$ cat config.mk
export PLATFORM = sky130hd
export DESIGN_NAME = dm_cache_responder
export DESIGN_NICKNAME = d
export VERILOG_FILES = /design/src/rtl/dm_cache_responder.sv
export SDC_FILE = /design/constraint.sdc
export NUM_CORES = 2
export LEC_CHECK = 0
export CAP_MARGIN = 20
export CELL_PAD_IN_SITES_DETAIL_PLACEMENT = 2
export CELL_PAD_IN_SITES_GLOBAL_PLACEMENT = 2
export CORE_ASPECT_RATIO = 1.75
export CORE_MARGIN = 5
export CORE_UTILIZATION = 40
export CTS_CLUSTER_DIAMETER = 150
export DETAILED_ROUTE_END_ITERATION = 8
export PLACE_DENSITY_LB_ADDON = 0.12
export SKIP_CTS_REPAIR_TIMING = 1
export SYNTH_ARGS = -nofsm -noshare
export SYNTH_HDL_FRONTEND = slang
export SYNTH_SLANG_ARGS = --single-unit
$ cat constraint.sdc
create_clock -name clk -period 33.3 [get_ports clk]
set_input_delay 4.995 -clock clk [delete_from_list [all_inputs] [get_ports clk]]
set_output_delay 4.995 -clock clk [all_outputs]
set_load 0.05 [all_outputs]
$ cat src/rtl/dm_cache_responder.sv
// dm_cache_responder: direct-mapped, write-back, write-allocate cache between a CPU word port and a line-wide memory
// Optional feature macro: DM_CACHE_PERF_CNT_EN (hit/miss counters; ports tied to 0 when undefined).
// Ports:
//   clk, reset            clock, asynchronous active-high reset
//   mem_read/mem_write    CPU request, held until mem_resp (both set means write)
//   mem_wmask             byte enables for writes
//   mem_address           CPU byte address (bits [1:0] ignored)
//   mem_wdata             CPU write data
//   mem_resp/mem_rdata    one-cycle completion pulse and read word
//   pmem_read/pmem_write  line fill / writeback request, held until pmem_resp
//   pmem_address          line address, bits [4:0] always 0
//   pmem_wdata            writeback line
//   pmem_resp/pmem_rdata  memory completion pulse and fill line
//   hit_count/miss_count  performance counters
module dm_cache_responder #(
    parameter int S_INDEX   = 3,
    parameter int LINE_BITS = 256
) (
    input  logic                 clk,
    input  logic                 reset,
    input  logic                 mem_read,
    input  logic                 mem_write,
    input  logic [3:0]           mem_wmask,
    input  logic [31:0]          mem_address,
    input  logic [31:0]          mem_wdata,
    output logic                 mem_resp,
    output logic [31:0]          mem_rdata,
    output logic                 pmem_read,
    output logic                 pmem_write,
    output logic [31:0]          pmem_address,
    output logic [LINE_BITS-1:0] pmem_wdata,
    input  logic                 pmem_resp,
    input  logic [LINE_BITS-1:0] pmem_rdata,
    output logic [31:0]          hit_count,
    output logic [31:0]          miss_count
);
    localparam int SETS  = 2 ** S_INDEX;
    localparam int TAG_W = 27 - S_INDEX;

    localparam logic [1:0] IDLE   = 2'd0;
    localparam logic [1:0] LOOKUP = 2'd1;
    localparam logic [1:0] WB     = 2'd2;
    localparam logic [1:0] FILL   = 2'd3;

    logic [1:0]           state_q, state_d;
    logic [31:2]          addr_q;
    logic [31:0]          wdata_q;
    logic [3:0]           wmask_q;
    logic                 wr_q;
    logic [SETS-1:0]      valid_q;
    logic [SETS-1:0]      dirty_q;
    logic [TAG_W-1:0]     tag_q  [SETS];
    logic [LINE_BITS-1:0] data_q [SETS];

    logic [S_INDEX-1:0]   idx;
    logic [TAG_W-1:0]     rtag;
    logic [2:0]           word;
    logic                 hit;
    logic                 take;
    logic                 wr_hit;
    logic                 wb_done;
    logic                 fill_done;
    logic [LINE_BITS-1:0] line;
    logic [LINE_BITS-1:0] wline;
    logic [31:0]          rword;
    logic [31:0]          bmask;
    logic                 unused_addr;

    // byte offset inside the word never selects anything: whole words are returned
    assign unused_addr = ^mem_address[1:0];

    assign idx       = addr_q[4+S_INDEX:5];
    assign rtag      = addr_q[31:5+S_INDEX];
    assign word      = addr_q[4:2];
    assign line      = data_q[idx];
    assign rword     = line[{word, 5'b0} +: 32];
    assign hit       = valid_q[idx] && (tag_q[idx] == rtag);
    assign take      = (state_q == IDLE) && (mem_read || mem_write);
    assign wr_hit    = (state_q == LOOKUP) && hit && wr_q;
    assign wb_done   = (state_q == WB) && pmem_resp;
    assign fill_done = (state_q == FILL) && pmem_resp;
    assign bmask     = {{8{wmask_q[3]}}, {8{wmask_q[2]}}, {8{wmask_q[1]}}, {8{wmask_q[0]}}};

    always_comb begin
        wline = line;
        wline[{word, 5'b0} +: 32] = (wdata_q & bmask) | (rword & ~bmask);
    end

    always_comb begin
        state_d = state_q;
        case (state_q)
            IDLE:    state_d = (mem_read || mem_write) ? LOOKUP : IDLE;
            LOOKUP:  state_d = hit ? IDLE : ((valid_q[idx] && dirty_q[idx]) ? WB : FILL);
            WB:      state_d = pmem_resp ? FILL : WB;
            default: state_d = pmem_resp ? LOOKUP : FILL;
        endcase
    end

    always_ff @(posedge clk or posedge reset) begin
        if (reset) begin
            state_q <= IDLE;
            addr_q  <= '0;
            wdata_q <= '0;
            wmask_q <= '0;
            wr_q    <= 1'b0;
            valid_q <= '0;
            dirty_q <= '0;
        end else begin
            state_q <= state_d;
            if (take) begin
                addr_q  <= mem_address[31:2];
                wdata_q <= mem_wdata;
                wmask_q <= mem_wmask;
                wr_q    <= mem_write;
            end
            if (wr_hit)
                dirty_q[idx] <= 1'b1;
            if (wb_done)
                dirty_q[idx] <= 1'b0;
            if (fill_done) begin
                valid_q[idx] <= 1'b1;
                dirty_q[idx] <= 1'b0;
            end
        end
    end

    // line storage needs no reset: valid bits gate every use of it
    always_ff @(posedge clk) begin
        if (fill_done) begin
            data_q[idx] <= pmem_rdata;
            tag_q[idx]  <= rtag;
        end else if (wr_hit) begin
            data_q[idx] <= wline;
        end
    end

    assign mem_resp     = (state_q == LOOKUP) && hit;
    assign mem_rdata    = (mem_resp && !wr_q) ? rword : 32'h0;
    assign pmem_read    = (state_q == FILL);
    assign pmem_write   = (state_q == WB);
    assign pmem_address = (state_q == WB)   ? {tag_q[idx], idx, 5'b0} :
                          (state_q == FILL) ? {rtag, idx, 5'b0} : 32'h0;
    assign pmem_wdata   = (state_q == WB) ? line : '0;

`ifdef DM_CACHE_PERF_CNT_EN
    logic        refill_q;
    logic [31:0] hit_q;
    logic [31:0] miss_q;

    // refill_q marks the re-lookup after a fill so it is not counted as a hit
    always_ff @(posedge clk or posedge reset) begin
        if (reset) begin
            refill_q <= 1'b0;
            hit_q    <= '0;
            miss_q   <= '0;
        end else begin
            if (fill_done)
                refill_q <= 1'b1;
            else if (state_q == LOOKUP)
                refill_q <= 1'b0;
            if ((state_q == LOOKUP) && hit && !refill_q)
                hit_q <= hit_q + 32'd1;
            if ((state_q == LOOKUP) && !hit)
                miss_q <= miss_q + 32'd1;
        end
    end

    assign hit_count  = hit_q;
    assign miss_count = miss_q;
`else
    assign hit_count  = 32'h0;
    assign miss_count = 32'h0;
`endif
endmodule

==> Implementation_results.wiki <==
{| class="wikitable"
! Metric !! Value
|-
| Number of routed nets with antenna violations || 0
|-
| Max transition margin || 0.07470
|-
| Final nets || 7216
|-
| Warnings, synthesis || 0
|-
| Total DRC errors in the routed layout || 0
|-
| Count of placed standard cells including taps || 9952
|-
| Routability-driven placement congestion ratio || 0.8783
|-
| CTS tree || done
|-
| Total leakage power || between 0.03 and 0.04 uW
|-
| Count of port buffers added during placement || 644
|-
| Total Neg Setup Slack || 0 ps
|-
| Final clock skew || 52.35 ps
|-
| Area Growth Syn to Fin || 17.70%
|-
| Synthesized netlist cell count || 6194
|-
| Synthesized cell area || 99930 um^2
|-
| Reg clk slew, reported paths || about 60 ps
|-
| Async S/R FF share, synth || 0.03656
|-
| Tightest Pin Transition || 1388 ps
|-
| Via/cell ratio || 6.500
|-
| Starting DRC count in detailed routing || 8655
|-
| Cell taking the most area after synthesis || sky130_fd_sc_hd__edfxtp_1
|-
| Detailed placement HPWL || 300500 um
|-
| WHS || around 470 ps
|-
| Mean instance size in the synthesized netlist || ~16 um^2
|-
| Largest cells by area after synthesis || sky130_fd_sc_hd__edfxtp_1 67%, sky130_fd_sc_hd__mux4_2 4.3%, sky130_fd_sc_hd__mux2i_1 3.8%
|-
| Clock sink count || approximately 2300
|-
| First-pass GRT wire length || 608500 um
|-
| Inserted Clock Buffers || between 200 and 250
|-
| Utilization after layout || 0.4731
|-
| Synth top area share || 0.6731
|-
| Core area || roughly 250000 um^2
|-
| Final critical delay including setup and external delays || between 10000 and 15000 ps
|-
| Maximum VDD drop || 42.48 uV
|-
| Number of cell instances on the worst register-to-register path || 15
|-
| Final cycle utilization of the critical path || 0.3971
|-
| Worst-case clock buffer depth || 4
|-
| Gr usage total || 0.3370
|-
| Aggregate routed wire length || 452500 um
|-
| Total congestion overflow after global routing || 0
|-
| Hold-critical path depth || 1
|-
| Number of antenna violations at the first check in global routing || 79
|-
| Final max-slew violation count || 0
|-
| Unrepaired setup endpoints after global routing || no
|-
| RR Endpoint || data_q[7][56]
|-
| Max FO, Critical Path || 40
|-
| Largest net degree at the start of global routing || 118
|-
| Worst Setup Slack, final || 20080 ps
|-
| Worst Setup Start Kind || flip-flop
|-
| Hold worst-path end || valid_q[2]
|-
| Final hold vios || 0
|-
| Vias after detailed routing || ~67000
|-
| Iteration count of the initial detailed-routing pass || 6
|-
| Buffer cell driving the clock tree root || sky130_fd_sc_hd__clkbuf_16
|-
| Clock latency reported for the late side of the worst-skew pair || 920 ps
|-
| Endpoint class of the critical path || output pin
|-
| Row count || 242
|-
| Horizontal die dimension || 387.8 um
|-
| Data required time of the worst path || around 28000 ps
|-
| R2r setup slk || roughly 24000 ps
|-
| # IOs || 716
|-
| Flip-flop and latch count after synthesis || 2325
|-
| Number of flops mapped to enable cells by yosys || 2240
|-
| Sequential element share of the synthesized area || 0.6944
|-
| Setup WS pre-CTS || 21110 ps
|-
| Launch point of the worst hold path || valid_q[2]
|-
| Number of setup violations in the final report || 0
|-
| Vias in the first global route || 69520
|-
| Area enclosed by the die boundary || 260300 um^2
|-
| HP Class || reg2reg
|-
| Die Y || 671.2 um
|-
| Layout Cells excl Fill || 10369
|-
| H-Tree Depth || 4
|-
| Netlist cell types || 86
|-
| Crit path kind || reg2out
|-
| Starting utilization of the core area || 0.4020
|-
| FF-to-FF Start || addr_q[5]
|-
| Top achievable clock speed || 0.07563 GHz
|-
| Most used flip-flop cell after synthesis || sky130_fd_sc_hd__edfxtp_1
|-
| Status || complete, no violations
|-
| Ratio of cells with drive above 1 in the final layout || 0.1686
|-
| Average wire per cell in the routed design || 43.64 um
|-
| Maximum Capacitance Violations || 0
|-
| Signal arrival time at the worst endpoint || 8230 ps
|-
| Power density of the placed cells || 63.69 nW/um^2
|}
[cells in the final DEF (no fill, tap or decap), types with 24 or more instances in the layout]
cell,instances
sky130_fd_sc_hd__a31oi_1,45
sky130_fd_sc_hd__clkbuf_16,227
sky130_fd_sc_hd__mux4_2,190
sky130_fd_sc_hd__o22a_1,25
sky130_fd_sc_hd__clkdlybuf4s50_1,644
sky130_fd_sc_hd__o22ai_1,141
sky130_fd_sc_hd__o211ai_1,31
sky130_fd_sc_hd__buf_4,256
sky130_fd_sc_hd__clkinv_2,47
sky130_fd_sc_hd__a221oi_1,127
sky130_fd_sc_hd__mux2_2,294
sky130_fd_sc_hd__a21oi_1,107
sky130_fd_sc_hd__o2bb2ai_1,43
sky130_fd_sc_hd__nand3_1,45
sky130_fd_sc_hd__mux2_1,217
sky130_fd_sc_hd__edfxtp_1,2240
sky130_fd_sc_hd__clkbuf_1,49
sky130_fd_sc_hd__and2_1,80
sky130_fd_sc_hd__a222oi_1,33
sky130_fd_sc_hd__diode_2,24
sky130_fd_sc_hd__dfrtp_1,79
sky130_fd_sc_hd__nand2_1,262
sky130_fd_sc_hd__mux2i_1,381
sky130_fd_sc_hd__nor2_1,368
sky130_fd_sc_hd__o21ai_0,203
sky130_fd_sc_hd__conb_1,69
sky130_fd_sc_hd__inv_1,36
sky130_fd_sc_hd__a22o_1,42
sky130_fd_sc_hd__a22oi_1,128
sky130_fd_sc_hd__a211oi_1,28
sky130_fd_sc_hd__nand2b_1,45
sky130_fd_sc_hd__a221o_1,69
sky130_fd_sc_hd__clkinv_1,36
[final cells by class]
type	instances	area (um^2)
Sequential cell	2325	69410
Tap cell	3294	4121
Multi-Input combinational cell	3375	28240
Clock buffer	283	5961
Antenna cell	24	60.06
Clock inverter	110	985.9
Inverter	43	177.7
Timing Repair Buffer	915	8658
Fill cell	23007	131000
[worst max path at each step]
stage,to,slack [ps],cells after the start,start
detailed placement,mem_rdata[30],21110,12,addr_q[5]
floorplan,data_q[4][0],8390,3,pmem_resp
global placement,mem_rdata[30],20520,12,addr_q[5]
global route,mem_rdata[30],19930,12,addr_q[5]
finish,mem_rdata[30],20080,12,addr_q[5]
CTS,mem_rdata[30],20120,12,addr_q[5]
[synthesized netlist by cell type, types with 24 or more instances]
cell type / instances
sky130_fd_sc_hd__and3_1: 28
sky130_fd_sc_hd__buf_2: 132
sky130_fd_sc_hd__nand2b_1: 46
sky130_fd_sc_hd__o2bb2ai_1: 43
sky130_fd_sc_hd__nor2b_1: 24
sky130_fd_sc_hd__nand3_1: 45
sky130_fd_sc_hd__clkbuf_1: 195
sky130_fd_sc_hd__nor2_1: 385
sky130_fd_sc_hd__a221oi_1: 128
sky130_fd_sc_hd__a22o_1: 42
sky130_fd_sc_hd__a21oi_1: 116
sky130_fd_sc_hd__buf_1: 46
sky130_fd_sc_hd__mux2_2: 294
sky130_fd_sc_hd__a222oi_1: 33
sky130_fd_sc_hd__dfrtp_1: 85
sky130_fd_sc_hd__inv_1: 41
sky130_fd_sc_hd__mux4_2: 190
sky130_fd_sc_hd__nand2_1: 264
sky130_fd_sc_hd__buf_4: 118
sky130_fd_sc_hd__o22a_1: 25
sky130_fd_sc_hd__a211oi_1: 28
sky130_fd_sc_hd__and2_1: 83
sky130_fd_sc_hd__mux2i_1: 382
sky130_fd_sc_hd__a22oi_1: 128
sky130_fd_sc_hd__edfxtp_1: 2240
sky130_fd_sc_hd__o211ai_1: 31
sky130_fd_sc_hd__a31oi_1: 45
sky130_fd_sc_hd__o21ai_0: 203
sky130_fd_sc_hd__a221o_1: 69
sky130_fd_sc_hd__mux2_1: 217
sky130_fd_sc_hd__o22ai_1: 141
[report_power, final]
group          switching (uW)  internal (uW)
clock                    1150           1400
sequential               59.5           3360
combinational            1090            434
total                    2300           5190
[critical path, cell delays in order (launching register included)]
cell and delay, ps:
sky130_fd_sc_hd__dfrtp_4 620, sky130_fd_sc_hd__buf_4 650, sky130_fd_sc_hd__buf_4 670, sky130_fd_sc_hd__mux4_2 590
sky130_fd_sc_hd__mux2i_1 280, sky130_fd_sc_hd__xnor2_1 130, sky130_fd_sc_hd__nor3_1 420, sky130_fd_sc_hd__nand4_1 440
sky130_fd_sc_hd__nor4_2 650, sky130_fd_sc_hd__nand4b_4 290, sky130_fd_sc_hd__buf_4 390, sky130_fd_sc_hd__nor4bb_1 1060
sky130_fd_sc_hd__clkdlybuf4s50_1 990
[stage by stage]
| stage | power, uW | instance area, um^2 |
|---|---|---|
| 2_1_floorplan | 4277 | 100200 |
| 3_3_place_gp | 4927 | 110600 |
| 3_5_place_dp | 4975 | 110600 |
| 4_1_cts | 7495 | 117600 |
| 5_1_grt | 7653 | 117600 |
| 6_report | 7491 | 117600 |
[layer usage]
layer,up-vias,global-route usage,wire length [um]
li1,25993,-,-
met1,36285,0.4392,170600
met2,4173,0.5355,209500
met3,918,0.06479,42390
met4,30,0.1811,29860
met5,-,0,184
[flip-flops by register name, summed over array words and instances (netlist names)]
| register | flops |
|---|---|
| data_q | 2048 |
| tag_q | 192 |
| wdata_q | 32 |
| addr_q | 30 |
| dirty_q | 8 |
| valid_q | 8 |
| wmask_q | 4 |
| state_q | 2 |
| wr_q | 1 |
[kinds of logic (layout without fill, tap and decap cells)]
family,count (synthesis),after routing,synth area share
adder cells (fa/ha/maj),5,5,0.0006260
multiplexers,1084,1084,0.1388
AO/OA/AOI/OAI,1201,1201,0.08805
buffers and inverters,562,1351,0.02954
flip-flops,2325,2325,0.6944
other,1,93,0.00003753
AND/OR/NAND/NOR,998,998,0.04695
XOR/XNOR,18,18,0.001578
(Power assumes the default switching activity.)
